### src/rtl/space_inv_pkg.sv
// Shared definitions for the space-invaders projectile movers: fixed-point
// scaling, field widths and the bomb mover state encoding.
package space_inv_pkg;

    localparam int FIXED_POINT_MULTIPLIER = 64;
    localparam int FP_SHIFT               = 6;
    localparam int PIX_W                  = 11;
    localparam int YFP_W                  = 16;
    localparam int BOMB_Y_LIMIT           = 463;

    typedef enum logic [1:0] {
        IDLE_ST,
        COLLECT_ST,
        SOF_ST,
        UPDATE_ST
    } bomb_state_t;

    function automatic logic [PIX_W-1:0] fp_to_pix(input logic [YFP_W-1:0] v);
        return PIX_W'(v >> FP_SHIFT);
    endfunction

endpackage

### src/rtl/bomb_slot_alloc.sv
// Combinational priority encoder: lowest inactive bomb slot plus a found flag.
module bomb_slot_alloc #(
    parameter  int NUM_BOMBS = 4,
    localparam int IDX_W     = $clog2(NUM_BOMBS)
) (
    input  logic [NUM_BOMBS-1:0] i_active,
    output logic                 o_found,
    output logic [IDX_W-1:0]     o_idx
);

    // Scan from the top down so the lowest free index is the last one written.
    always_comb begin
        o_found = 1'b0;
        o_idx   = '0;
        for (int i = NUM_BOMBS - 1; i >= 0; i--) begin
            if (!i_active[i]) begin
                o_found = 1'b1;
                o_idx   = IDX_W'(i);
            end
        end
    end

endmodule

### src/rtl/alien_bomb_move.sv
// Alien bomb pool: accepts drop requests, moves active bombs down once per
// frame in 1/64-pixel fixed point and retires them on hits or screen exit.
module alien_bomb_move
    import space_inv_pkg::*;
#(
    parameter int NUM_BOMBS     = 4,
    parameter int BOMB_SPEED    = 192,
    parameter int FIRE_INTERVAL = 45,
    parameter int Y_LIMIT       = BOMB_Y_LIMIT
) (
    input  logic                       clk,
    input  logic                       resetN,
    input  logic                       startOfFrame,
    input  logic                       enable_sof,
    input  logic                       launch_req,
    input  logic [PIX_W-1:0]           launch_x,
    input  logic [PIX_W-1:0]           launch_y,
    output logic                       launch_ack,
    input  logic                       hit_ship,
    input  logic                       hit_shield,
    input  logic [2:0]                 hit_slot,
    output logic [NUM_BOMBS-1:0]       bomb_active,
    output logic [PIX_W*NUM_BOMBS-1:0] bomb_x,
    output logic [PIX_W*NUM_BOMBS-1:0] bomb_y,
    output logic                       ship_hit_pulse
);

    localparam int IDX_W = $clog2(NUM_BOMBS);
    localparam int CD_W  = 16;

    bomb_state_t          r_state;
    bomb_state_t          w_next;
    logic [NUM_BOMBS-1:0] r_active;
    logic [NUM_BOMBS-1:0] r_kill;
    logic [PIX_W-1:0]     r_x   [NUM_BOMBS];
    logic [YFP_W-1:0]     r_yfp [NUM_BOMBS];
    logic                 r_ship_flag;
    logic                 r_ack;
    logic                 r_ship_pulse;
    logic [CD_W-1:0]      r_cooldown;
    logic [IDX_W-1:0]     r_slot;

    logic                 w_found;
    logic [IDX_W-1:0]     w_free_idx;
    logic                 w_launch;
    logic                 w_hit_ok;
    logic                 w_hit;
    logic [IDX_W-1:0]     w_hit_idx;
    logic                 w_last;
    logic [YFP_W-1:0]     w_y_next;

    bomb_slot_alloc #(.NUM_BOMBS(NUM_BOMBS)) u_alloc (
        .i_active (r_active),
        .o_found  (w_found),
        .o_idx    (w_free_idx)
    );

    assign w_hit_idx = hit_slot[IDX_W-1:0];
    assign w_hit_ok  = ({29'd0, hit_slot} < 32'(NUM_BOMBS));
    assign w_launch  = (r_state == COLLECT_ST) && launch_req && enable_sof &&
                       (r_cooldown == '0) && w_found;
    assign w_hit     = (r_state == COLLECT_ST) && (hit_ship || hit_shield) &&
                       w_hit_ok && r_active[w_hit_idx];
    assign w_last    = (r_slot == IDX_W'(NUM_BOMBS - 1));
    assign w_y_next  = r_yfp[r_slot] + YFP_W'(BOMB_SPEED);

    always_ff @(posedge clk or negedge resetN) begin
        if (!resetN) r_state <= IDLE_ST;
        else         r_state <= w_next;
    end

    always_comb begin
        w_next = r_state;
        case (r_state)
            IDLE_ST:    if (startOfFrame) w_next = COLLECT_ST;
            COLLECT_ST: if (startOfFrame && enable_sof) w_next = SOF_ST;
            SOF_ST:     w_next = UPDATE_ST;
            UPDATE_ST:  if (w_last) w_next = COLLECT_ST;
            default:    w_next = IDLE_ST;
        endcase
    end

    always_ff @(posedge clk or negedge resetN) begin
        if (!resetN) begin
            r_active     <= '0;
            r_kill       <= '0;
            r_ship_flag  <= 1'b0;
            r_ack        <= 1'b0;
            r_ship_pulse <= 1'b0;
            r_cooldown   <= '0;
            r_slot       <= '0;
            for (int i = 0; i < NUM_BOMBS; i++) begin
                r_x[i]   <= '0;
                r_yfp[i] <= '0;
            end
        end else begin
            r_ack        <= w_launch;
            r_ship_pulse <= 1'b0;
            case (r_state)
                COLLECT_ST: begin
                    if (w_launch) begin
                        r_active[w_free_idx] <= 1'b1;
                        r_x[w_free_idx]      <= launch_x;
                        r_yfp[w_free_idx]    <= YFP_W'(launch_y) * YFP_W'(FIXED_POINT_MULTIPLIER);
                        r_cooldown           <= CD_W'(FIRE_INTERVAL);
                    end
                    // Killed slots stay active until the frame boundary, so
                    // the allocator cannot hand them out again this frame.
                    if (w_hit) begin
                        r_kill[w_hit_idx] <= 1'b1;
                        if (hit_ship) r_ship_flag <= 1'b1;
                    end
                end
                SOF_ST: begin
                    r_active     <= r_active & ~r_kill;
                    r_ship_pulse <= r_ship_flag;
                    r_kill       <= '0;
                    r_ship_flag  <= 1'b0;
                    r_slot       <= '0;
                    if (r_cooldown != '0) r_cooldown <= r_cooldown - 1'b1;
                end
                UPDATE_ST: begin
                    if (r_active[r_slot]) begin
                        r_yfp[r_slot] <= w_y_next;
                        if (fp_to_pix(w_y_next) > PIX_W'(Y_LIMIT)) r_active[r_slot] <= 1'b0;
                    end
                    r_slot <= w_last ? '0 : r_slot + IDX_W'(1);
                end
                default: ;
            endcase
        end
    end

    assign launch_ack     = r_ack;
    assign ship_hit_pulse = r_ship_pulse;
    assign bomb_active    = r_active;

    for (genvar g = 0; g < NUM_BOMBS; g++) begin : g_out
        assign bomb_x[PIX_W*g +: PIX_W] = r_x[g];
        assign bomb_y[PIX_W*g +: PIX_W] = fp_to_pix(r_yfp[g]);
    end

endmodule

### config.mk
export PLATFORM = sky130hd
export DESIGN_NAME = alien_bomb_move
export DESIGN_NICKNAME = d
export VERILOG_FILES = /design/src/rtl/space_inv_pkg.sv /design/src/rtl/bomb_slot_alloc.sv /design/src/rtl/alien_bomb_move.sv
export SDC_FILE = /design/constraint.sdc
export NUM_CORES = 1
export LEC_CHECK = 0
export CORE_MARGIN = 2
export CORE_UTILIZATION = 35
export DETAILED_ROUTE_END_ITERATION = 8
export DONT_BUFFER_PORTS = 1
export GPL_TIMING_DRIVEN = 0
export PLACE_DENSITY = 0.5
export SYNTH_ARGS = -nofsm -noshare
export SYNTH_HDL_FRONTEND = slang
export SYNTH_SLANG_ARGS = --single-unit
### constraint.sdc
create_clock -name clk -period 3.8 [get_ports clk]
set_input_delay 0.38 -clock clk [delete_from_list [all_inputs] [get_ports clk]]
set_output_delay 0.38 -clock clk [all_outputs]
set_load 0.01 [all_outputs]
# ---- Word level (Yosys, flattened, before mapping)
# Cells that the tools add are included.
dict set report classes {
  n_addsub 3
  n_lt_le_gt_ge 12
  n_eq_ne 13
  n_mux 52
  bitwise 8
  n_reduce_logical 28
}
# cell count
set ops {}
lappend ops {{bitwise mux 64 bit} 2}
lappend ops {{two-way mux 64 bit} 2}
lappend ops {{case mux 64 bit (2 select lines)} 1}
lappend ops {{two-way mux 16 bit} 6}
lappend ops {{demux 16 bit (select 2 bit)} 2}
lappend ops {{bitwise mux 44 bit} 1}
lappend ops {{binary-select mux 16 bit (select 2 bit)} 1}
lappend ops {{case mux 16 bit (2 select lines)} 1}
lappend ops {{demux 11 bit (select 2 bit)} 1}
lappend ops {{adder 16 x 8 -> 16 bit (second input constant)} 1}
lappend ops {{zero test 16 bit} 1}
lappend ops {{two-way mux 2 bit} 8}
lappend ops {{two-way mux 4 bit} 4}
lappend ops {{!= test 2 bit (second input constant)} 8}
lappend ops {{nonzero test 16 bit} 1}
lappend ops {{subtractor 16 x 1 -> 16 bit (second input constant)} 1}
lappend ops {{logical AND 1 bit} 13}
lappend ops {{two-way mux 1 bit} 12}
lappend ops {{case mux 4 bit (3 select lines)} 1}
lappend ops {{AND reduction 3 bit} 4}
lappend ops {{two-way mux 11 bit} 1}
lappend ops {{greater-than comparator 10 x 9 -> 1 bit (second input constant)} 1}
lappend ops {{< comparator 2 x 3 -> 1 bit (second input constant)} 3}
lappend ops {{bitwise AND 4 bit} 2}
lappend ops {{other kinds (23)} 38}
dict set report totals {
  register_bits 139
  out_inout_bits 94
  elab_cells 132
}

# ---- Logic depth before layout (Yosys ltp)
# Gate-level depths: netlist of run 1.
dict set report depth {
  ltp_word 12
  mapped_depth 10
}

# ---- By module
# From an unflattened synthesis of run 1, not the netlist that was laid out.
dict set report unflattened {
  cells_unflattened 511
  area_unflattened_um2 5893.2
}
# mod n_inst cells_each area_per_inst_um2 seq_area_each_um2
set by_module_without_submodules {}
lappend by_module_without_submodules {alien_bomb_move 1 506 5864.4 2877.8}
lappend by_module_without_submodules {bomb_slot_alloc 1 5 28.8 0.0}

# ---- Least setup slack after synthesis of run 1
# No wires, ideal clock.
dict set report synth_timing {
  path_type {register to register}
  start {register r_cooldown[7]}
  end {register r_x (netlist bit bomb_x[23])}
  setup_time_ns 0.125
  arrival_ns 2.721
  path_slack_ns 0.954
  path_stages_with_launch 8
  path_buffers 2
  synth_period_minus_slack_ns 2.846
  cell_sequence {dfrtp_1 -> or4_4 -> or4_4 -> or4b_1 -> buf_2 -> nor3_2 -> buf_4 -> mux2_2}
}
dict set report synth_via {
  elab_chain_cells 4
}
# element line
set synth_lines {}
lappend synth_lines {{start, declared} alien_bomb_move.sv:40} ;# logic [CD_W-1:0] r_cooldown;
lappend synth_lines {{start signal, assigned} alien_bomb_move.sv:105} ;# r_cooldown <= CD_W'(FIRE_INTERVAL);
lappend synth_lines {{start signal, assigned} alien_bomb_move.sv:120} ;# if (r_cooldown != '0) r_cooldown <= r_cooldown - 1'b1;
lappend synth_lines {{zero test 16 bit} alien_bomb_move.sv:61} ;# (r_cooldown == '0) && w_found;
lappend synth_lines {{logical AND 1 bit} alien_bomb_move.sv:60} ;# assign w_launch = (r_state == COLLECT_ST) && launch_req && enable_sof &&
lappend synth_lines {{logical AND 1 bit} alien_bomb_move.sv:61}
lappend synth_lines {{AND reduction 2 bit (no line)} -}
lappend synth_lines {{end signal, assigned by index} alien_bomb_move.sv:103} ;# r_x[w_free_idx] <= launch_x;
lappend synth_lines {{end, declared} alien_bomb_move.sv:35} ;# logic [PIX_W-1:0] r_x [NUM_BOMBS];
# Every way passes these cells.
# A chain may end at the register's enable or synchronous reset.

# ---- Final worst setup path of run 1
dict set report layout_timing {
  start {register r_slot[1]}
  end {register r_active[1] (netlist: bomb_active[1])}
}
dict set report layout_via {
  elab_chain_cells 9
}
# element line
set layout_lines {}
lappend layout_lines {{start, declared} alien_bomb_move.sv:41} ;# logic [IDX_W-1:0] r_slot;
lappend layout_lines {{start signal, assigned} alien_bomb_move.sv:127} ;# r_slot <= w_last ? '0 : r_slot + IDX_W'(1);
lappend layout_lines {{branches (longest 9 deep; another with adder 16 x 8 -> 16 bit)} -}
lappend layout_lines {{end signal, assigned} alien_bomb_move.sv:115} ;# r_active <= r_active & ~r_kill;
lappend layout_lines {{end, declared} alien_bomb_move.sv:33} ;# logic [NUM_BOMBS-1:0] r_active;
# Parallel ways; which one is timed is not known. The select of a mux whose other input is x is not followed.

==> run metrics, run 1 <==
status finished clean; wire per inst about 20 um; initial antenna violation count 0; top_reg_cell synth dfrtp_1; Arr. time, crit path about 3800 ps; Pwr Density roughly 830 nW/um2; count of different cell masters after synthesis between 50 and 60; first-pass iteration count of the detailed router 5; Critical Path Max Stage Delay between 700 and 800 ps; Final nets 608; Slew HR 0.218; Setup crit start kind register; slowest stage cell on the critical path o311ai_0; Finished Cell Area around 6700 um2; Final HPWL DP between 10 and 15 mm; CP Cell Sequence clkbuf_2 -> mux4_2 -> inv_1 -> ha_1 -> and3b_1 -> nand3_1 -> xor2_1 -> o311ai_0 -> nor2b_2 -> o221ai_1; CP Depth 10; DRC viols 0; Antenna Cells 0; # rows 46; vias in the first global route approximately 4.6k; Sink Count around 120; DR vias/cell 5.47; Hold Fails Final Rpt 0; Fin Setup TNS 0 ps; DR iter-0 viols approximately 270; die area ~17000 um2; Syn Area/Cell about 11 um2; first-pass GRT wire length between 20 and 30 mm; total CTS buffers 17; Pleak 2.86 nW; area of the core about 16000 um2; RSZ-0062 raised after global routing no; Setup-failing EPs final 0; Congestion Overflow GR 0; # port buffers 0; dpl cells approximately 760; GPL Wtd Cong about 0.80; Worst Max-Slew Pin Slew 1170 ps; CTS tree built; largest net degree at the start of global routing approximately 120; clock skew approximately 5.8 ps; crit share post-route 0.929; DIE WIDTH approximately 130 um; Mapped Area about 5700 um2; gr usage total 0.191; Post-synth EDFFs 0; critical path type reg2reg; share of the core filled with cells 0.418; WHS Path Cells 1; Power, Total 5.51 mW; Initial Util 0.360; CP Max Fanout 10; sequential area share after synthesis 0.502; Tmin final approximately 3500 ps; fmax between 200 and 300 MHz; vias post-DR 4336; Root Buffer clkbuf_16; peak supply drop roughly 370 uV; # H-tree levels 4; CTS Buffer Depth 2; Antenna Nets Post-Route 0; Hold WC Path Type in2reg; count of pins over their slew limit 0; Die Ht 132 um; clk_lat worst skew 410 ps; Post-Layout Cell Count a little under 800; Layout area overhead 16.3%; WP buf/inv 2; Synth Register Bits approximately 120; most frequent cells in the layout 115 x dfrtp_1, 58 x nand2_1, 57 x o21ai_0; Max Cap Viol 0; I/O pin count around 130; family with the most delay on the worst path compound AO/OA/AOI/OAI gates; Post-DP Area around 6000 um2; layout cell share with drive strength beyond 1 0.182; Final Routed Wirelength around 16 mm; path depth of the worst reg2reg path 10; yosys warns 0; Post-Syn Instances 540; Setup Fix Bufs, Post-CTS 0; Worst Path Required 4080 ps; Critical Path End Type register; clock slew at reported path FFs 60 ps; commonest non-fill, non-tap cell in the layout dfrtp_1; ys async rst share 1.00
[kinds of logic after synthesis]
group,Yosys count,synth area share
adders and majority gates,12,0.0262
other,1,0.000654
muxes,59,0.139
DFF,115,0.502
AOI/OAI and AO/OA,130,0.137
buffers and inverters,46,0.0349
and+or+nand+nor,156,0.128
xor gates and xnor gates,21,0.0321
[through the flow]
stage,setup slack (ps),hold WS (ps)
after floorplan,954,84.4
after global placement,25.2,91.2
after detailed placement,46.6,92.0
after CTS,13.1,97.3
after global routing,139,94.7
final,271,115
[report_power, final]
group / internal (mW) / switching, mW / leakage [nW]
clock network: 1.07 / 0.576 / 0.290
logic: 0.704 / 1.22 / 1.11
registers: 1.53 / 0.409 / 1.46
[synthesized netlist by cell type (all sizes together), types with 3 or more instances]
cell type  number  area (um2)
dfrtp         115        2880
nand2          58         218
o21ai          57         285
mux2           46         518
nor2           42         160
a22oi          25         188
a21oi          23         115
clkbuf         16        60.1
buf            15        83.8
inv            15        56.3
nor3           15        80.1
xnor2          14         123
ha             12         150
mux4           12         270
or3             8        50.1
nand3           7        35.0
xor2            7        61.3
nor2b           6        40.0
and2            5        31.3
o21bai          5        37.5
a211o           3        26.3
nor4            3        18.8
or4             3        30.0
[layout make-up]
class / instances / area, um2
Fill cell: 1579 / 9280
Sequential cell: 115 / 2880
Multi-Input combinational cell: 382 / 2670
Clock buffer: 21 / 460
Tap cell: 216 / 270
Clock inverter: 11 / 153
Buffer: 31 / 145
Inverter: 15 / 56.3
Timing Repair Buffer: 2 / 37.5
[repair_timing]
action | 4_1_cts | 5_1_grt
gates resized for setup | 0 | 1
setup endpoints to repair | 0 | 4
hold buffers | 2 | 0
hold endpoints to repair | 115 | 0
[path summary, 6_finish.rpt]
check / startpoint / to / slack (ps)
worst max-delay path: r_slot[1] / bomb_active[1] / 270
min in group asynchronous: resetN / r_kill[3] / 610
worst max register to register: r_slot[1] / bomb_active[1] / 270
worst min register to register: r_cooldown[2] / r_cooldown[2] / 490
worst min-delay path: launch_x[1] / bomb_x[23] / 120
max in group asynchronous: resetN / bomb_x[19] / 2770
[state kept, by name, summed over array words and instances, names as in the netlist]
| name | count |
|---|---|
| r_slot | 2 |
| bomb_active | 4 |
| launch_ack | 1 |
| bomb_x | 44 |
| r_state | 2 |
| r_ship_flag | 1 |
| ship_hit_pulse | 1 |
| r_kill | 4 |
| r_cooldown | 16 |
| bomb_y | 40 |
[per-layer routing]
layer,wire length [um],global-route usage
met4,350,0.0791
met3,1610,0.0850
met5,0,0
met1,6640,0.230
met2,7490,0.299
No activity file was read; power rests on OpenSTA's default activity.
==> inputs of run 2 (changes only) <==
--- a/config.mk
+++ b/config.mk
@@ -5,6 +5,7 @@
 export SDC_FILE = /design/constraint.sdc
 export NUM_CORES = 1
 export LEC_CHECK = 0
+export CAP_MARGIN = 20
 export CORE_MARGIN = 2
 export CORE_UTILIZATION = 35
 export DETAILED_ROUTE_END_ITERATION = 8
==> results of run 2 <==
The final DEF is identical to that of run 1; final timing and power are the same.
==> inputs of run 3 (changes only) <==
--- a/config.mk
+++ b/config.mk
@@ -12,6 +12,7 @@
 export DONT_BUFFER_PORTS = 1
 export GPL_TIMING_DRIVEN = 0
 export PLACE_DENSITY = 0.5
+export SKIP_CTS_REPAIR_TIMING = 1
 export SYNTH_ARGS = -nofsm -noshare
 export SYNTH_HDL_FRONTEND = slang
 export SYNTH_SLANG_ARGS = --single-unit
==> run metrics, run 3 (same netlist as run 1, synthesis figures left out) <==
Hold Fails Final Rpt 0; Critical Path Max Stage Delay approximately 700 ps; DR iter-0 viols about 230; Top Layer Used met4; met2 wire length ~7.5 mm; max FFs per register 44; Layout area overhead 16.3%; WP buf/inv 2; I/O pin count approximately 130; status finished clean; Max Cap Viol 0; R2R Path Start r_slot[1]; layout cell share with drive strength beyond 1 0.182; r2r setup slk around 280 ps; Antenna Nets Post-Route 0; Power, Total 5.52 mW; critical path type reg2reg; Antenna Cells 0; area of the core 15900 um2; gr usage total 0.191; Final Routed Wirelength 16.1 mm; Setup crit start kind register; DRC viols 0; crit share post-route 0.925; Die Ht 132 um; peak supply drop 376 uV; clk_lat worst skew between 400 and 500 ps; Congestion Overflow GR 0; Pleak around 2.9 nW; CP Cell Sequence clkbuf_2 -> mux4_2 -> inv_1 -> ha_1 -> and3b_1 -> nand3_1 -> xor2_1 -> o311ai_0 -> nor2b_2 -> o221ai_1; Pwr Density 827 nW/um2; Critical Path End Type register; vias post-DR about 4.3k; commonest non-fill, non-tap cell in the layout dfrtp_1; clock slew at reported path FFs 60 ps; count of pins over their slew limit 0; first-pass GRT wire length 25.7 mm; RR Endpoint bomb_active[1]; Setup-failing EPs final 0; Worst Path Required ~4000 ps; Slew HR 0.217; CP Max Fanout 10; DR vias/cell 5.48; Fin Setup TNS 0 ps; Worst Max-Slew Pin Slew 1170 ps; Final nets between 600 and 700; wire per inst just over 20 um; dpl cells 759; # port buffers 0; RSZ-0062 raised after global routing no; Post-DP Area 6010 um2; DR WL met3 1.58 mm; Initial Util 0.360; first-pass iteration count of the detailed router 6; CTS Buffer Depth 2; largest net degree at the start of global routing roughly 120; WHS Path Cells 1; # H-tree levels 4; share of the core filled with cells 0.418; Tmin final roughly 3500 ps; CTS tree built; path depth of the worst reg2reg path 10; vias in the first global route roughly 4.6k; Arr. time, crit path 3800 ps; die area roughly 17000 um2; Root Buffer clkbuf_16; clock skew about 7.4 ps; GPL Wtd Cong about 0.8; family with the most delay on the worst path compound AO/OA/AOI/OAI gates; # rows 46; fmax approximately 280 MHz; Sink Count around 120; Finished Cell Area about 6700 um2; DRT met1 WL between 6 and 7 mm; hold path startpoint launch_x[1]; total CTS buffers 17; Post-Layout Cell Count 793; hold path endpoint bomb_x[23]; initial antenna violation count 0; DIE WIDTH about 130 um; # fillers 1581; Final HPWL DP about 11 mm; Hold WC Path Type in2reg; slowest stage cell on the critical path o311ai_0; most frequent cells in the layout 115 x dfrtp_1, 58 x nand2_1, 57 x o21ai_0
run 3: per-stage QoR:
step	worst slack, ps	hold WS (ps)
after detailed placement	46.6	92.0
after CTS	13.1	-350
final	283	112
after global placement	25.2	91.2
after global routing	139	94.7
after floorplan	954	84.4
run 3: where the power goes:
group          internal, mW  leakage (nW)  switching (mW)
logic                 0.704          1.11            1.22
registers              1.53          1.46           0.411
clock network          1.07         0.290           0.580
total                  3.30          2.86            2.22
run 3: worst max-delay path by stage:
stage | startpoint | to | slack [ps] | cells after the start
CTS | r_slot[1] | bomb_active[1] | 10 | 10
finish | r_slot[1] | bomb_active[1] | 280 | 10
floorplan | r_cooldown[7] | bomb_x[23] | 950 | 7
global placement | r_slot[1] | bomb_active[1] | 30 | 10
global route | r_slot[1] | bomb_active[1] | 140 | 10
detailed placement | r_slot[1] | bomb_active[1] | 50 | 10
run 3: layout make-up:
| cell class | count | area [um2] | share of cell area |
|---|---|---|---|
| Timing Repair Buffer | 2 | 37.5 | 0.00563 |
| Tap cell | 216 | 270 | 0.0405 |
| Sequential cell | 115 | 2880 | 0.432 |
| Clock buffer | 21 | 460 | 0.0691 |
| Inverter | 15 | 56.3 | 0.00845 |
| Buffer | 31 | 145 | 0.0218 |
| Multi-Input combinational cell | 382 | 2670 | 0.400 |
| Clock inverter | 11 | 153 | 0.0229 |
run 3: layer usage:
layer,up-vias,track usage
met5,-,0
met4,0,0.0791
met3,28,0.0861
met2,179,0.298
met1,2172,0.230
li1,1970,-
